===== src/rtl/multiword_addsub_seq_pkg.sv =====
// Shared definitions for the sequential multi-word adder/subtractor:
// FSM state encoding, default geometry and the slice-counter width helper.
package mwaddsub_pkg;

  typedef enum logic [1:0] {
    IDLE = 2'd0,
    RUN  = 2'd1,
    DONE = 2'd2
  } state_e;

  localparam int M_DEFAULT = 32;
  localparam int W_DEFAULT = 4;

  // Width needed to count W slices; never narrower than one bit.
  function automatic int clog2(input int n);
    int r;
    r = 0;
    for (int i = 0; i < 32; i++) begin
      if ((1 << r) < n) r = r + 1;
    end
    return (r < 1) ? 1 : r;
  endfunction

endpackage


===== src/rtl/multiword_addsub_seq_cla.sv =====
// M-bit carry-lookahead adder-subtractor (M = 8 * 4^k): 4-bit lookahead
// groups chained by group generate/propagate. cout is the raw carry out.
module claAddSub32Pow4
  import mwaddsub_pkg::*;
#(
  parameter int M = M_DEFAULT
) (
  input  logic [M-1:0] a,
  input  logic [M-1:0] b,
  input  logic         sub,
  input  logic         cin,
  output logic [M-1:0] sum,
  output logic         cout,
  output logic         v
);

  localparam int NG = M / 4;

  logic [M-1:0] b_eff;
  logic [M-1:0] p;
  logic [M-1:0] g;
  logic [M:0]   c;
  logic         cg;
  logic         grp_g;
  logic         grp_p;

  assign b_eff = b ^ {M{sub}};
  assign p     = a ^ b_eff;
  assign g     = a & b_eff;

  // Only cg (group carry) is carried across loop iterations; in-group
  // carries are expanded directly from it.
  always_comb begin
    c     = '0;
    cg    = cin | sub;
    grp_g = 1'b0;
    grp_p = 1'b0;
    c[0]  = cg;
    for (int j = 0; j < NG; j++) begin
      c[4*j+1] = g[4*j] | (p[4*j] & cg);
      c[4*j+2] = g[4*j+1] | (p[4*j+1] & g[4*j]) | (p[4*j+1] & p[4*j] & cg);
      c[4*j+3] = g[4*j+2] | (p[4*j+2] & g[4*j+1])
               | (p[4*j+2] & p[4*j+1] & g[4*j])
               | (p[4*j+2] & p[4*j+1] & p[4*j] & cg);
      grp_g = g[4*j+3] | (p[4*j+3] & g[4*j+2])
            | (p[4*j+3] & p[4*j+2] & g[4*j+1])
            | (p[4*j+3] & p[4*j+2] & p[4*j+1] & g[4*j]);
      grp_p = &p[4*j +: 4];
      cg = grp_g | (grp_p & cg);
      c[4*j+4] = cg;
    end
  end

  assign sum  = p ^ c[M-1:0];
  assign cout = c[M];
  assign v    = c[M] ^ c[M-1];

endmodule


===== src/rtl/multiword_addsub_seq.sv =====
// Sequential N = M*W bit adder/subtractor: one M-bit slice per cycle, LSW
// first. Optional z/n flags enabled by macro MWADDSUB_FLAGS_EN.
//
// state | meaning
// IDLE  | waiting for operands, in_ready = 1, outputs hold last result
// RUN   | slice k fed through the CLA, carry kept raw between slices
// DONE  | result presented, out_valid = 1 until out_ready or abort
module multiword_addsub_seq
  import mwaddsub_pkg::*;
#(
  parameter int M = M_DEFAULT,
  parameter int W = W_DEFAULT
) (
  input  logic           clk,
  input  logic           rst_n,
  input  logic           in_valid,
  output logic           in_ready,
  input  logic           sub,
  input  logic           cin,
  input  logic [M*W-1:0] x,
  input  logic [M*W-1:0] y,
  output logic           out_valid,
  input  logic           out_ready,
  input  logic           abort,
  output logic [M*W-1:0] out,
  output logic           cout,
  output logic           v,
  output logic           z,
  output logic           n
);

  localparam int N  = M * W;
  localparam int KW = clog2(W);
  localparam logic [KW-1:0] K_LAST = KW'(W - 1);

  localparam logic [1:0] S_IDLE = IDLE;
  localparam logic [1:0] S_RUN  = RUN;
  localparam logic [1:0] S_DONE = DONE;

  logic [1:0]    state_q, state_d;
  logic [KW-1:0] k_q, k_d;
  logic          c_q, c_d;
  logic          sub_q, sub_d;
  logic [N-1:0]  x_q, x_d;
  logic [N-1:0]  y_q, y_d;
  logic [N-1:0]  acc_q, acc_d;
  logic [N-1:0]  out_q, out_d;
  logic          cout_q, cout_d;
  logic          v_q, v_d;

  logic [M-1:0]  slice_sum;
  logic          slice_cout;
  logic          slice_v;

  claAddSub32Pow4 #(.M(M)) u_cla (
    .a    (x_q[M*k_q +: M]),
    .b    (y_q[M*k_q +: M]),
    .sub  (1'b0),
    .cin  (c_q),
    .sum  (slice_sum),
    .cout (slice_cout),
    .v    (slice_v)
  );

`ifdef MWADDSUB_FLAGS_EN
  logic zacc_q, zacc_d;
  logic z_q, z_d;
  logic n_q, n_d;
`endif

  // Partial sums build up in acc; out only changes when a run completes so
  // an abort leaves the previous result visible.
  always_comb begin
    state_d = state_q;
    k_d     = k_q;
    c_d     = c_q;
    sub_d   = sub_q;
    x_d     = x_q;
    y_d     = y_q;
    acc_d   = acc_q;
    out_d   = out_q;
    cout_d  = cout_q;
    v_d     = v_q;
`ifdef MWADDSUB_FLAGS_EN
    zacc_d  = zacc_q;
    z_d     = z_q;
    n_d     = n_q;
`endif
    case (state_q)
      S_IDLE: begin
        if (in_valid && !abort) begin
          state_d = S_RUN;
          x_d     = x;
          y_d     = y ^ {N{sub}};
          sub_d   = sub;
          k_d     = '0;
          c_d     = sub | cin;
`ifdef MWADDSUB_FLAGS_EN
          zacc_d  = 1'b1;
`endif
        end
      end
      S_RUN: begin
        if (abort) begin
          state_d = S_IDLE;
          k_d     = '0;
        end else begin
          acc_d[M*k_q +: M] = slice_sum;
          c_d = slice_cout;
          k_d = k_q + 1'b1;
`ifdef MWADDSUB_FLAGS_EN
          zacc_d = zacc_q & ~(|slice_sum);
`endif
          if (k_q == K_LAST) begin
            state_d = S_DONE;
            k_d     = '0;
            out_d   = acc_d;
            cout_d  = slice_cout ^ sub_q;
            v_d     = slice_v;
`ifdef MWADDSUB_FLAGS_EN
            z_d     = zacc_q & ~(|slice_sum);
            n_d     = slice_sum[M-1];
`endif
          end
        end
      end
      S_DONE: begin
        if (abort || out_ready) state_d = S_IDLE;
      end
      default: state_d = S_IDLE;
    endcase
  end

  always_ff @(posedge clk or negedge rst_n) begin
    if (!rst_n) begin
      state_q <= S_IDLE;
      k_q     <= '0;
      c_q     <= 1'b0;
      sub_q   <= 1'b0;
      x_q     <= '0;
      y_q     <= '0;
      acc_q   <= '0;
      out_q   <= '0;
      cout_q  <= 1'b0;
      v_q     <= 1'b0;
    end else begin
      state_q <= state_d;
      k_q     <= k_d;
      c_q     <= c_d;
      sub_q   <= sub_d;
      x_q     <= x_d;
      y_q     <= y_d;
      acc_q   <= acc_d;
      out_q   <= out_d;
      cout_q  <= cout_d;
      v_q     <= v_d;
    end
  end

`ifdef MWADDSUB_FLAGS_EN
  always_ff @(posedge clk or negedge rst_n) begin
    if (!rst_n) begin
      zacc_q <= 1'b0;
      z_q    <= 1'b0;
      n_q    <= 1'b0;
    end else begin
      zacc_q <= zacc_d;
      z_q    <= z_d;
      n_q    <= n_d;
    end
  end

  assign z = z_q;
  assign n = n_q;
`else
  assign z = 1'b0;
  assign n = 1'b0;
`endif

  assign in_ready  = (state_q == S_IDLE);
  assign out_valid = (state_q == S_DONE);
  assign out       = out_q;
  assign cout      = cout_q;
  assign v         = v_q;

endmodule

===== config.mk =====
export PLATFORM = sky130hd
export DESIGN_NAME = multiword_addsub_seq
export DESIGN_NICKNAME = d
export VERILOG_FILES = /design/src/rtl/multiword_addsub_seq_pkg.sv /design/src/rtl/multiword_addsub_seq_cla.sv /design/src/rtl/multiword_addsub_seq.sv
export SDC_FILE = /design/constraint.sdc
export NUM_CORES = 1
export LEC_CHECK = 0
export CAP_MARGIN = 20
export CELL_PAD_IN_SITES_DETAIL_PLACEMENT = 1
export CELL_PAD_IN_SITES_GLOBAL_PLACEMENT = 2
export CORE_AREA = 2 2 297 225
export DETAILED_ROUTE_END_ITERATION = 8
export DIE_AREA = 0 0 299 227
export GPL_TIMING_DRIVEN = 0
export PLACE_DENSITY = 0.87
export REMOVE_ABC_BUFFERS = 1
export SKIP_CTS_REPAIR_TIMING = 1
export SLEW_MARGIN = 25
export SYNTH_ARGS = -nofsm -noshare
export SYNTH_HDL_FRONTEND = slang
export SYNTH_SLANG_ARGS = --single-unit

===== constraint.sdc =====
create_clock -name clk -period 7.4 [get_ports clk]
set_input_delay 0.74 -clock clk [delete_from_list [all_inputs] [get_ports clk]]
set_output_delay 0.74 -clock clk [all_outputs]
set_load 0.03 [all_outputs]

==> flow_summary.toml, run 1 <==
[setup_path]
crit_arrival_ps = 6080
worstPathMaxFanout = 24
critical_path_class = "flip-flop to flip-flop"
cp_data_required_time_ps = 7920
cp-end-kind = "flip-flop"
cp-start-kind = "flip-flop"
rrSetupSlack_ps = 1830

[grt]
grt_pass1_wl_mm = 120
antenna_found_initial = 0
track_usage_pct = 22.8
grt_overflow_total = 0
grt_pass1_vias = 20500
grt_max_degree = 95

[drt]
viasPerCell = 5.31
drt_wl_total_mm = 76.9
ant_nets = 0
drt_iter0_drc = 1143
vias = 18800
dr.pass1.iters = 5
drc = 0
routedWlPerCell_um = 21.8

[logic_synthesis]
seq_area_frac_synth_pct = 54.6
synth_cell_type_count = 51
syn_area_sq_um = 23800
synth_warnings = 0
synth_edf_count = 0
syn_inst = 2301
synth_flop_cell = "dfrtp_1"
avgSynthCellArea_sq_um = 10.4
ys_async_sr_fraction_pct = 100
ys_ff_latch = 520

[timing]
finalMaxSlewViolations = 0
hold_viol_final = 0
finalSetupViolations = 0
slew_headroom_pct = 26.2
hold-worst-slack_ps = 137
fmax_mhz = 180
tns_ps = 0
clock_skew_ps = 17.3
period_minus_slack_ps = 5570
rsz0062_at_grt = "no"
min_period_over_period_pct = 75.2
worstMarginPinSlew_ps = 1100

[flow_run]
max_cap_violations = 0

[power_and_ir_drop]
leakagePower_nw = 14.0
peakVddDrop_uv = 167
power.total_mw = 11.0
powerDensity_nw_per_um2 = 355

[die]
die_h_um = 227
die_w_um = 299
die_area_sq_um = 67900
core_region_area_sq_um = 64900
initial_utilization_pct = 36.7
io_pins = 397
rows = 81

[finish]
diodes = 0
fillers = 6997
fin_nets = 2930
area_growth_syn_to_layout_pct = 30.2
drive_gt1_share_pct = 8.49

[clock_network]
cts_buffer_depth = 3
htree_levels = 2
clockRootBuffer = "clkbuf_16"
cts.clk_slew.worst_paths_ps = 60
numCtsBuffers = 55
cts_tree = "done"
clk_latency_ps = 600
cts.sinks = 520

[placement]
hpwl_mm = 53.8
port_buffers = 394
gp_congestion = 0.778

[worst_hold_path]
worstHoldPathType = "input pin to asynchronous set/reset pin"

[status]
outcome = "finished clean"
[final cells by class]
| cell class | count | area (sq um) | area share, % |
|---|---|---|---|
| multi-input cells | 1593 | 10200 | 32.8 |
| flip-flops and latches | 520 | 13000 | 42.0 |
| clock inverters | 16 | 220 | 0.710 |
| repair buffers | 435 | 4810 | 15.5 |
| well taps | 871 | 1090 | 3.51 |
| inverters | 16 | 60.1 | 0.194 |
| clock buffers | 82 | 1650 | 5.32 |
[worst max-delay path: stages (launching register included)]
cell      delay [ps]
dfrtp_4          770
buf_12           280
mux4_2           580
ha_1             380
a21oi_1          160
o21ai_0          270
a21oi_1          750
a211oi_2         220
o21ai_2          410
nand2_1          210
fa_1             440
xor2_1           560
a221oi_1         210
nor2_1           160
[through the flow]
stage	worst slack [ps]	std cells	util, %	area, sq um
floorplan	306	2129	-	23200
global placement	-17390	3394	43.5	28200
detailed placement	1780	3435	45.0	29200
CTS	1770	3533	47.8	31000
global route	1550	3533	47.8	31000
finish	1830	3533	47.8	31000
[layout by cell type, fill, tap and decap left out, drive strengths merged, types with 10 or more instances in the layout]
cell type / Yosys / final
buf: 25 / 43
a21o: 13 / 13
nand2b: 10 / 10
and3: 17 / 17
nand2: 566 / 566
nor2: 238 / 238
a22o: 109 / 109
clkdlybuf4s50: 0 / 392
xnor2: 137 / 137
a221oi: 114 / 114
clkbuf: 148 / 82
xor2: 13 / 13
a21oi: 35 / 35
mux4: 64 / 64
ha: 38 / 38
o21ai: 173 / 173
inv: 16 / 17
dfrtp: 520 / 520
[routing by layer]
layer  track usage [%]  routed length, um  up-vias
li1                  -                  -     8556
met1              31.2              34400     9653
met2              37.9              36900      451
met3              3.85               3950      106
met4              5.69               1680        0
met5                 0                  0        -
[state kept, by name, summed over array words and instances, names as in the netlist]
name	count
state_q	2
k_q	2
y_q	128
sub_q	1
out	128
v	1
cout	1
x_q	128
c_q	1
acc_q	128
[where the power goes]
part	total (mW)	switching, mW	internal [mW]
logic	4.23	2.65	1.58
registers	3.88	0.407	3.48
clock network	2.90	1.19	1.71
[synth_stat cells (all sizes together) (4+ instances only)]
library cell	count	area, sq um
nand2	566	2120
dfrtp	520	13000
nor2	238	893
o21ai	173	870
clkbuf	148	556
xnor2	137	1220
a221oi	114	1000
a22o	109	955
mux4	64	1440
ha	38	475
a21oi	35	175
buf	25	103
and3	17	106
inv	16	60.1
a21o	13	97.6
xor2	13	114
nand2b	10	62.6
fa	8	160
nand3	8	40.0
and2	6	40.0
nor3	6	30.0
nor2b	5	31.3
nor3b	4	30.0
[cells by family after synthesis]
logic type	Yosys count	synth area share, %
adders and majority gates	46	2.67
DFF	520	54.6
muxes	66	6.13
AOI/OAI and AO/OA	465	13.8
buffers and inverters	189	3.01
and+or+nand+nor	864	14.2
other	1	0.0157
xor gates and xnor gates	150	5.59
[worst paths after layout]
check | start | end | depth (start not counted)
setup / recovery | k_q[0] | out[29] | 13
hold / removal | rst_n | y_q[83] | 1
setup reg to reg | k_q[0] | out[29] | 13
hold reg to reg | x_q[68] | x_q[68] | 2
max in group asynchronous | rst_n | out[88] | 3
min in group clk | x_q[68] | x_q[68] | 2
No activity file was read; power rests on OpenSTA's default activity.
==> run 2: changes to the inputs <==
Settings changed: CORE_AREA 2 2 297 225 to 2 2 309 235, DIE_AREA 0 0 299 227 to 0 0 311 237, PLACE_DENSITY 0.87 to 0.81.
Clock period 7.4 ns to 5.28 ns, I/O delays scaled along.
==> flow_summary.toml, run 2 (synthesized netlist as in run 1, its figures left out) <==
[status]
outcome = "finished clean"

[drt]
dr.pass1.iters = 5
vias = 18600
viasPerCell = 5.13
drt_iter0_drc = 1067
drc = 0
ant_nets = 0
drt_wl_total_mm = 76.6
routedWlPerCell_um = 21.1

[setup_path]
r2r_cells = 12
cp-start-kind = "flip-flop"
cp_data_required_time_ps = 5750
cp_num_buf_inv = 1
cp-end-kind = "flip-flop"
slowest_delay_ps = 730
critical_path_class = "flip-flop to flip-flop"
crit_arrival_ps = 5500
crit_cells = 12
worstPathMaxFanout = 25
path_cells = "buf_12, mux4_2, ha_1, a21oi_1, o21ai_0, a21oi_2, a211oi_2, o21ai_4, nand2_1, fa_1, a221oi_1, nor2_1"
critical_path.top_delay_family = "compound AO/OA/AOI/OAI gates"
cpMaxStageDelayCell = "o21ai_0"

[finish]
fillers = 7727
final_common_cell = "nand2_1"
fin_nets = 2934
final_cell_mix = "nand2_1, dfrtp_1, clkdlybuf4s50_1, nor2_1, o21ai_0"
fin_util_pct = 44.2
design_area_sq_um = 31300
area_growth_syn_to_layout_pct = 31.3
drive_gt1_share_pct = 8.95

[clock_network]
numCtsBuffers = 55
cts.sinks = 520
cts.clk_slew.worst_paths_ps = 60
clockRootBuffer = "clkbuf_16"
clk_latency_ps = 600
cts_tree = "done"
htree_levels = 2
cts_buffer_depth = 3

[timing]
fmax_mhz = 199
period_minus_slack_ps = 5040
finalSetupViolations = 0
min_period_over_period_pct = 95.4
slew_headroom_pct = 26.9
clock_skew_ps = 21.6
hold_viol_final = 0
rsz0062_at_grt = "no"
worstMarginPinSlew_ps = 1090
finalMaxSlewViolations = 0

[power_and_ir_drop]
powerDensity_nw_per_um2 = 494
peakVddDrop_uv = 232
leakagePower_nw = 14.1
power.total_mw = 15.5

[die]
die_h_um = 237
die_area_sq_um = 73700
rows = 85
die_w_um = 311
initial_utilization_pct = 33.6
core_region_area_sq_um = 70800
io_pins = 397

[grt]
grt_overflow_total = 0
track_usage_pct = 20.7
grt_pass1_vias = 20100
antenna_found_initial = 3
grt_max_degree = 90
grt_pass1_wl_mm = 119

[placement]
port_buffers = 394
dpl-instance-area_sq_um = 29300
gp_congestion = 0.782
hpwl_mm = 54.7

[worst_hold_path]
worstHoldPathType = "input pin to flip-flop"
holdPathStages = 3

[flow_run]
max_cap_violations = 0
run 2: per-layer routing:
layer	GRT usage [%]	share of wire [%]	vias to the layer above
met5	0	0.017	-
met4	4.76	2.0	2
met3	4.36	5.4	97
met2	33.6	47	429
met1	28.6	45	9540
li1	-	-	8559
run 2: layout make-up:
| class | instances | area, sq um | share of cell area [%] |
|---|---|---|---|
| multi-input combinational | 1593 | 10200 | 32.7 |
| clock inverter | 25 | 287 | 0.916 |
| clock buffer | 77 | 1580 | 5.05 |
| sequential | 520 | 13000 | 41.6 |
| tap | 957 | 1200 | 3.83 |
| inverter | 16 | 60.1 | 0.192 |
| antenna | 3 | 7.51 | 0.0240 |
| timing repair buffer | 439 | 4910 | 15.7 |
run 2: tightest hold or removal path, stage by stage:
cell and delay [ps]:
clkdlybuf4s50_1 400, nand2_1 60, nand2_1 40
run 2: path summary, 6_finish.rpt:
| path | start | to | slack [ps] |
|---|---|---|---|
| max in group asynchronous | rst_n | acc_q[6] | 3220 |
| setup / recovery | k_q[0] | out[60] | 240 |
| hold / removal | x[62] | x_q[62] | 460 |
| setup reg to reg | k_q[0] | out[60] | 240 |
| hold reg to reg | x_q[8] | x_q[8] | 470 |
| min in group asynchronous | rst_n | x_q[83] | 480 |
run 2: per-stage QoR:
stage / cells / hold slack (ps) / setup TNS, ps / worst slack [ps]
3_5_place_dp: 3523 / 459 / -1870 / -193
3_3_place_gp: 3480 / 454 / - / -19540
5_1_grt: 3628 / 455 / 0 / 44.9
2_1_floorplan: 2129 / 232 / -522140 / -1660
4_1_cts: 3625 / -94.1 / -2380 / -209
6_report: 3630 / 462 / 0 / 244
run 2: where the power goes:
group / total, mW / switching, mW / internal (mW)
clock network: 4.03 / 1.65 / 2.38
registers: 5.43 / 0.552 / 4.87
logic: 6.01 / 3.76 / 2.25
==> run 3: changes to the inputs <==
Settings changed: CORE_AREA 2 2 309 235 to 2 2 324 246, DIE_AREA 0 0 311 237 to 0 0 326 248, PLACE_DENSITY 0.81 to 0.78.
Clock period 5.28 ns to 4.15 ns, I/O delays scaled along.
==> flow_summary.toml, run 3 (synthesized netlist as in run 1, its figures left out) <==
[drt]
drt_iter0_drc = 1052
drt_wl_total_mm = 82.5
ant_nets = 0
vias = 19000
drc = 0
routedWlPerCell_um = 22.0
viasPerCell = 5.05
dr.pass1.iters = 5

[die]
core_region_area_sq_um = 77800
io_pins = 397
die_area_sq_um = 80800
rows = 89
die_w_um = 326
die_h_um = 248
initial_utilization_pct = 30.6

[setup_path]
path_cells = "buf_12, buf_16, mux4_2, ha_4, and4_4, and2_4, a221oi_4, o21ai_2, nor3_1, inv_1, fa_2, xor2_4, a221oi_1, nor2_1"
rrSetupSlack_ps = -30
critical_path_class = "flip-flop to flip-flop"
slowest_delay_ps = 570
cp-end-kind = "flip-flop"
cpMaxStageDelayCell = "mux4_2"
critical_path.top_delay_family = "simple AND/OR/NAND/NOR gates"
cp_data_required_time_ps = 4680
crit_arrival_ps = 4720
cp_num_buf_inv = 3
cp-start-kind = "flip-flop"
worstPathMaxFanout = 8

[grt]
track_usage_pct = 19.7
grt_max_degree = 95
antenna_found_initial = 1
grt_pass1_vias = 19900
grt_pass1_wl_mm = 122
grt_overflow_total = 0

[placement]
placement.setup.worst_slack_ps = -1420
hpwl_mm = 57.4
port_buffers = 394
dpl.cell_count = 3615
gp_congestion = 0.771

[timing]
finalMaxSlewViolations = 0
hold-worst-slack_ps = 172
worst_slack_ps = -34.2
period_minus_slack_ps = 4180
worstMarginPinSlew_ps = 926
hold_viol_final = 0
rsz0062_at_grt = "yes"
min_period_over_period_pct = 101
slew_headroom_pct = 37.9
finalSetupViolations = 2
clock_skew_ps = 17.3
fmax_mhz = 239

[power_and_ir_drop]
peakVddDrop_uv = 286
leakagePower_nw = 14.5
powerDensity_nw_per_um2 = 644
power.total_mw = 20.8

[clock_network]
cts_buffer_depth = 3
cts.sinks = 520
htree_levels = 2
clk_latency_ps = 610
cts.clk_slew.worst_paths_ps = 70
clockRootBuffer = "clkbuf_16"
cts_tree = "done"
numCtsBuffers = 56

[finish]
fin_nets = 2976
final_cell_mix = "nand2_1, dfrtp_1, clkdlybuf4s50_1, nor2_1, o21ai_0"
area_growth_syn_to_layout_pct = 35.9
fillers = 8431
fin_util_pct = 41.6
drive_gt1_share_pct = 12.5
stdcell_count = 3757
final_common_cell = "nand2_1"

[status]
outcome = "finished with violations"
violations = "setup timing"

[flow_run]
max_cap_violations = 0

[worst_hold_path]
worstHoldPathType = "input pin to asynchronous set/reset pin"
## run 3: path summary, 6_finish.rpt
check | startpoint | end | depth (start not counted)
max | k_q[0] | out[25] | 14
min | rst_n | y_q[83] | 2
max reg2reg | k_q[0] | out[25] | 14
min reg2reg | x_q[69] | x_q[69] | 2
max in group asynchronous | rst_n | x_q[4] | 5
min in group clk | x[78] | x_q[78] | 3
## run 3: final cells by class
cell class / instances / area (sq um) / share of cell area, %
clock inverters: 19 / 275 / 0.850
well taps: 1046 / 1310 / 4.04
flip-flops and latches: 520 / 13000 / 40.2
multi-input cells: 1593 / 10700 / 33.1
inverters: 16 / 60.1 / 0.185
diodes: 1 / 2.50 / 0.00773
repair buffers: 480 / 5360 / 16.6
clock buffers: 82 / 1630 / 5.03
## run 3: metrics by stage
step	setup TNS (ps)	cell area, sq um
after detailed placement	-138220	29500
final	-41.8	32400
after global placement	-	28400
after floorplan	-1075630	23200
after CTS	-151110	31400
after global routing	-3440	32400
## run 3: report_power, final
group          internal [mW]  switching, mW  leakage [nW]
Clock                   3.14           2.13         0.936
Sequential              6.20          0.675          6.78
Combinational           3.44           5.26          6.76
Total                   12.8           8.07          14.5
## run 3: routing by layer
metal / vias to the layer above / wire (um) / GRT usage [%]
met1: 9743 / 37600 / 27.3
met4: 0 / 1830 / 4.96
met3: 113 / 4700 / 4.23
met5: - / 0 / 0
met2: 467 / 38300 / 31.6
li1: 8646 / - / -
==> variant: new RTL, config.mk and constraints of run 2 <==
Build with the macro `MWADDSUB_FLAGS_EN` defined.
--- a/src/rtl/multiword_addsub_seq.sv
+++ b/src/rtl/multiword_addsub_seq.sv
@@ -7,2 +7,4 @@
 // DONE  | result presented, out_valid = 1 until out_ready or abort
+`define MWADDSUB_FLAGS_EN
+
 module multiword_addsub_seq
Check against the original RTL: no difference found for any inputs over 4 cycles, from zero or initial values and one cycle with rst_n low; that may be too few to reach the edited logic, so the function may still have changed.
==> variant against run 2 <==
  * The run now ends with setup timing left
  * Total power is 5.1% higher
  * Global-route usage is 1.1 points higher
  * Area after synthesis is 1.9% higher
  * Die area stayed put
  * Design area is 4.6% higher
  * Sequential cell count is 3 higher
  * Clock power is 5.5% higher
  * Sequential share of layout area is 1.6 points lower
  * Core utilization is 2.0 points higher
  * Non-clock buffer count is 86 higher
  * Fmax is 21% lower
  * Routed wire length is 6.3% higher
  * Synthesized cell count is 6.4% lower
  * Setup slack worse by 1.3 ns
  * Critical endpoint is now zacc_q$_DFFE_PN0P_
  * Highest routed layer unchanged
==> variant: results (changes against run 2) <==
\begin{tabular}{lr}
\hline
Metric & Value \\
\hline
\multicolumn{2}{l}{\textbf{Hold path}} \\
Class of the most critical hold timing path & reg -> reg \\
Hold Path Cell Cnt & 2 (-1) \\
Start point of the worst min-delay path & acc\_q[100]\$\_DFFE\_PN0P\_ \\
\multicolumn{2}{l}{\textbf{Drt}} \\
DRC violation total after the first TritonRoute iteration & 1212 (+14\%) \\
\multicolumn{2}{l}{\textbf{Yosys}} \\
Xor/xnor share of the synthesized area & 5.447\% (-0.14 points) \\
Post-synthesis cell type count & 67 (+31\%) \\
Share of synthesized area spent on multiplexers & 11.96\% (+5.8 points) \\
Top post-synthesis cells by area & dfrtp\_1 54\%, mux2\_2 6.0\%, mux4\_2 5.9\% \\
Synth top cells by count & 523 x dfrtp\_1, 384 x nor2\_1, 171 x a21oi\_1, 141 x xnor2\_1, 134 x clkbuf\_1 \\
\multicolumn{2}{l}{\textbf{Timing}} \\
Final-report setup violation count & 2 (+2) \\
Clock skew & 0.01887 ns (-0.002774 ns) \\
Setup slack after layout & -1.105 ns (-1.349 ns) \\
Final setup TNS & -2.209 ns (-2.209 ns) \\
\multicolumn{2}{l}{\textbf{Cells and area}} \\
Net total in the final layout & 2886 (-1.6\%) \\
Share of final-layout standard cells stronger than drive strength 1 & 19.26\% (+10 points) \\
\multicolumn{2}{l}{\textbf{Placed design}} \\
Dpl hpwl & 58090 µm (+6.1\%) \\
Area of placed instances & 0.02979 mm² (+1.5\%) \\
Routability congestion estimate & 0.8251 (+5.5\%) \\
Input/output buffers & 396 (+0.51\%) \\
\multicolumn{2}{l}{\textbf{Global routing}} \\
Total routing resource utilization after global routing & 21.82\% (+1.1 points) \\
Global-route wire length before repair & 124900 µm (+4.5\%) \\
Initial antenna violation count & 7 (+4) \\
\multicolumn{2}{l}{\textbf{Status}} \\
Outcome & complete, but fails checks \\
Violated checks & setup timing \\
\multicolumn{2}{l}{\textbf{Critical path}} \\
Worst reg-to-reg path cell count & 19 (+7) \\
Endpoint of the worst register-to-register path & zacc\_q\$\_DFFE\_PN0P\_ \\
Data arrival at the endpoint of the critical path & 6.91 ns (+1.41 ns) \\
Critical path fanouts, max & 8 (-68\%) \\
\multicolumn{2}{l}{\textbf{Power and ir drop}} \\
Max IR drop VDD & 198.1 µV (-15\%) \\
\hline
\end{tabular}
==> variant: changes by cell type after synthesis, moves of 37 or more <==
cell and delta:
o21ai_0 -82, nor2_1 +146, nand2_1 -464, a22o_1 -37, mux2_2 +129, a21oi_1 +136
==> variant: routing by layer <==
| metal | GRT usage, % | part of all wire (%) | wire [µm] |
|---|---|---|---|
| met5 | 0 | 0.050 | 41 |
| met4 | 5.548 | 2.1 | 1751 |
| met3 | 5.596 | 6.9 | 5635 |
| met2 | 34.75 | 47 | 38060 |
| met1 | 29.73 | 44 | 36020 |
==> variant: area by class of cell <==
class                           instances  area [µm²]
Antenna cell                            3       7.507
Clock buffer                           78        1584
Clock inverter                         24       392.9
Fill cell                            7543       38120
Inverter                               33       127.6
Multi-Input combinational cell       1439       10970
Sequential cell                       523       13100
Tap cell                              957        1197
Timing Repair Buffer                  525        5343
==> variant: worst max-delay path, stage by stage (launching register included) <==
cell       delay, ns
dfrtp_4         0.57
buf_16          0.18
mux4_2          0.56
ha_4            0.29
and2_4          0.16
a221o_1         0.33
o211ai_1        0.28
nand3_4         0.20
a211oi_4        0.34
o21bai_2        0.13
fa_2            0.42
xor2_4          0.20
or4_4           0.46
or4_4           0.55
nor3_4          0.16
o2111ai_2       0.12
or4b_4          0.53
nor4_4          0.34
nand4bb_1       0.27
o21ai_1         0.19
==> variant: where the power goes <==
part           leakage (µW)  internal (µW)  switching (µW)
logic               0.00603           2680            4110
clock network      0.000977           2580            1680
registers           0.00656           4760             459
total                0.0136          10000            6240
==> variant: metrics by stage <==
| stage | total power, µW | setup WS, ns | hold WS [ns] | instances |
|---|---|---|---|---|
| CTS | 15620 | -3.268 | -0.1179 | 3520 |
| global placement | 11160 | -28.59 | 0.4610 | 3348 |
| detailed placement | 11290 | -3.229 | 0.4702 | 3418 |
| floorplan | 8721 | -19.24 | 0.2324 | 1995 |
| global route | 17120 | -1.211 | 0.5072 | 3580 |
| finish | 16250 | -1.105 | 0.4844 | 3582 |
==> variant: worst max-delay path by stage <==
stage | cells past startpoint | startpoint | to | slack (ns)
3_3_place_gp | 3 | abort | x_q[59]$_DFFE_PN0P_ | -28.59
3_5_place_dp | 19 | k_q[0]$_DFFE_PN0P_ | z$_DFFE_PN0P_ | -3.23
6_report | 19 | k_q[0]$_DFFE_PN0P_ | zacc_q$_DFFE_PN0P_ | -1.11
2_1_floorplan | 2 | abort | sub_q$_DFFE_PN0P_ | -19.24
5_1_grt | 19 | k_q[0]$_DFFE_PN0P_ | zacc_q$_DFFE_PN0P_ | -1.21
4_1_cts | 19 | k_q[0]$_DFFE_PN0P_ | zacc_q$_DFFE_PN0P_ | -3.27
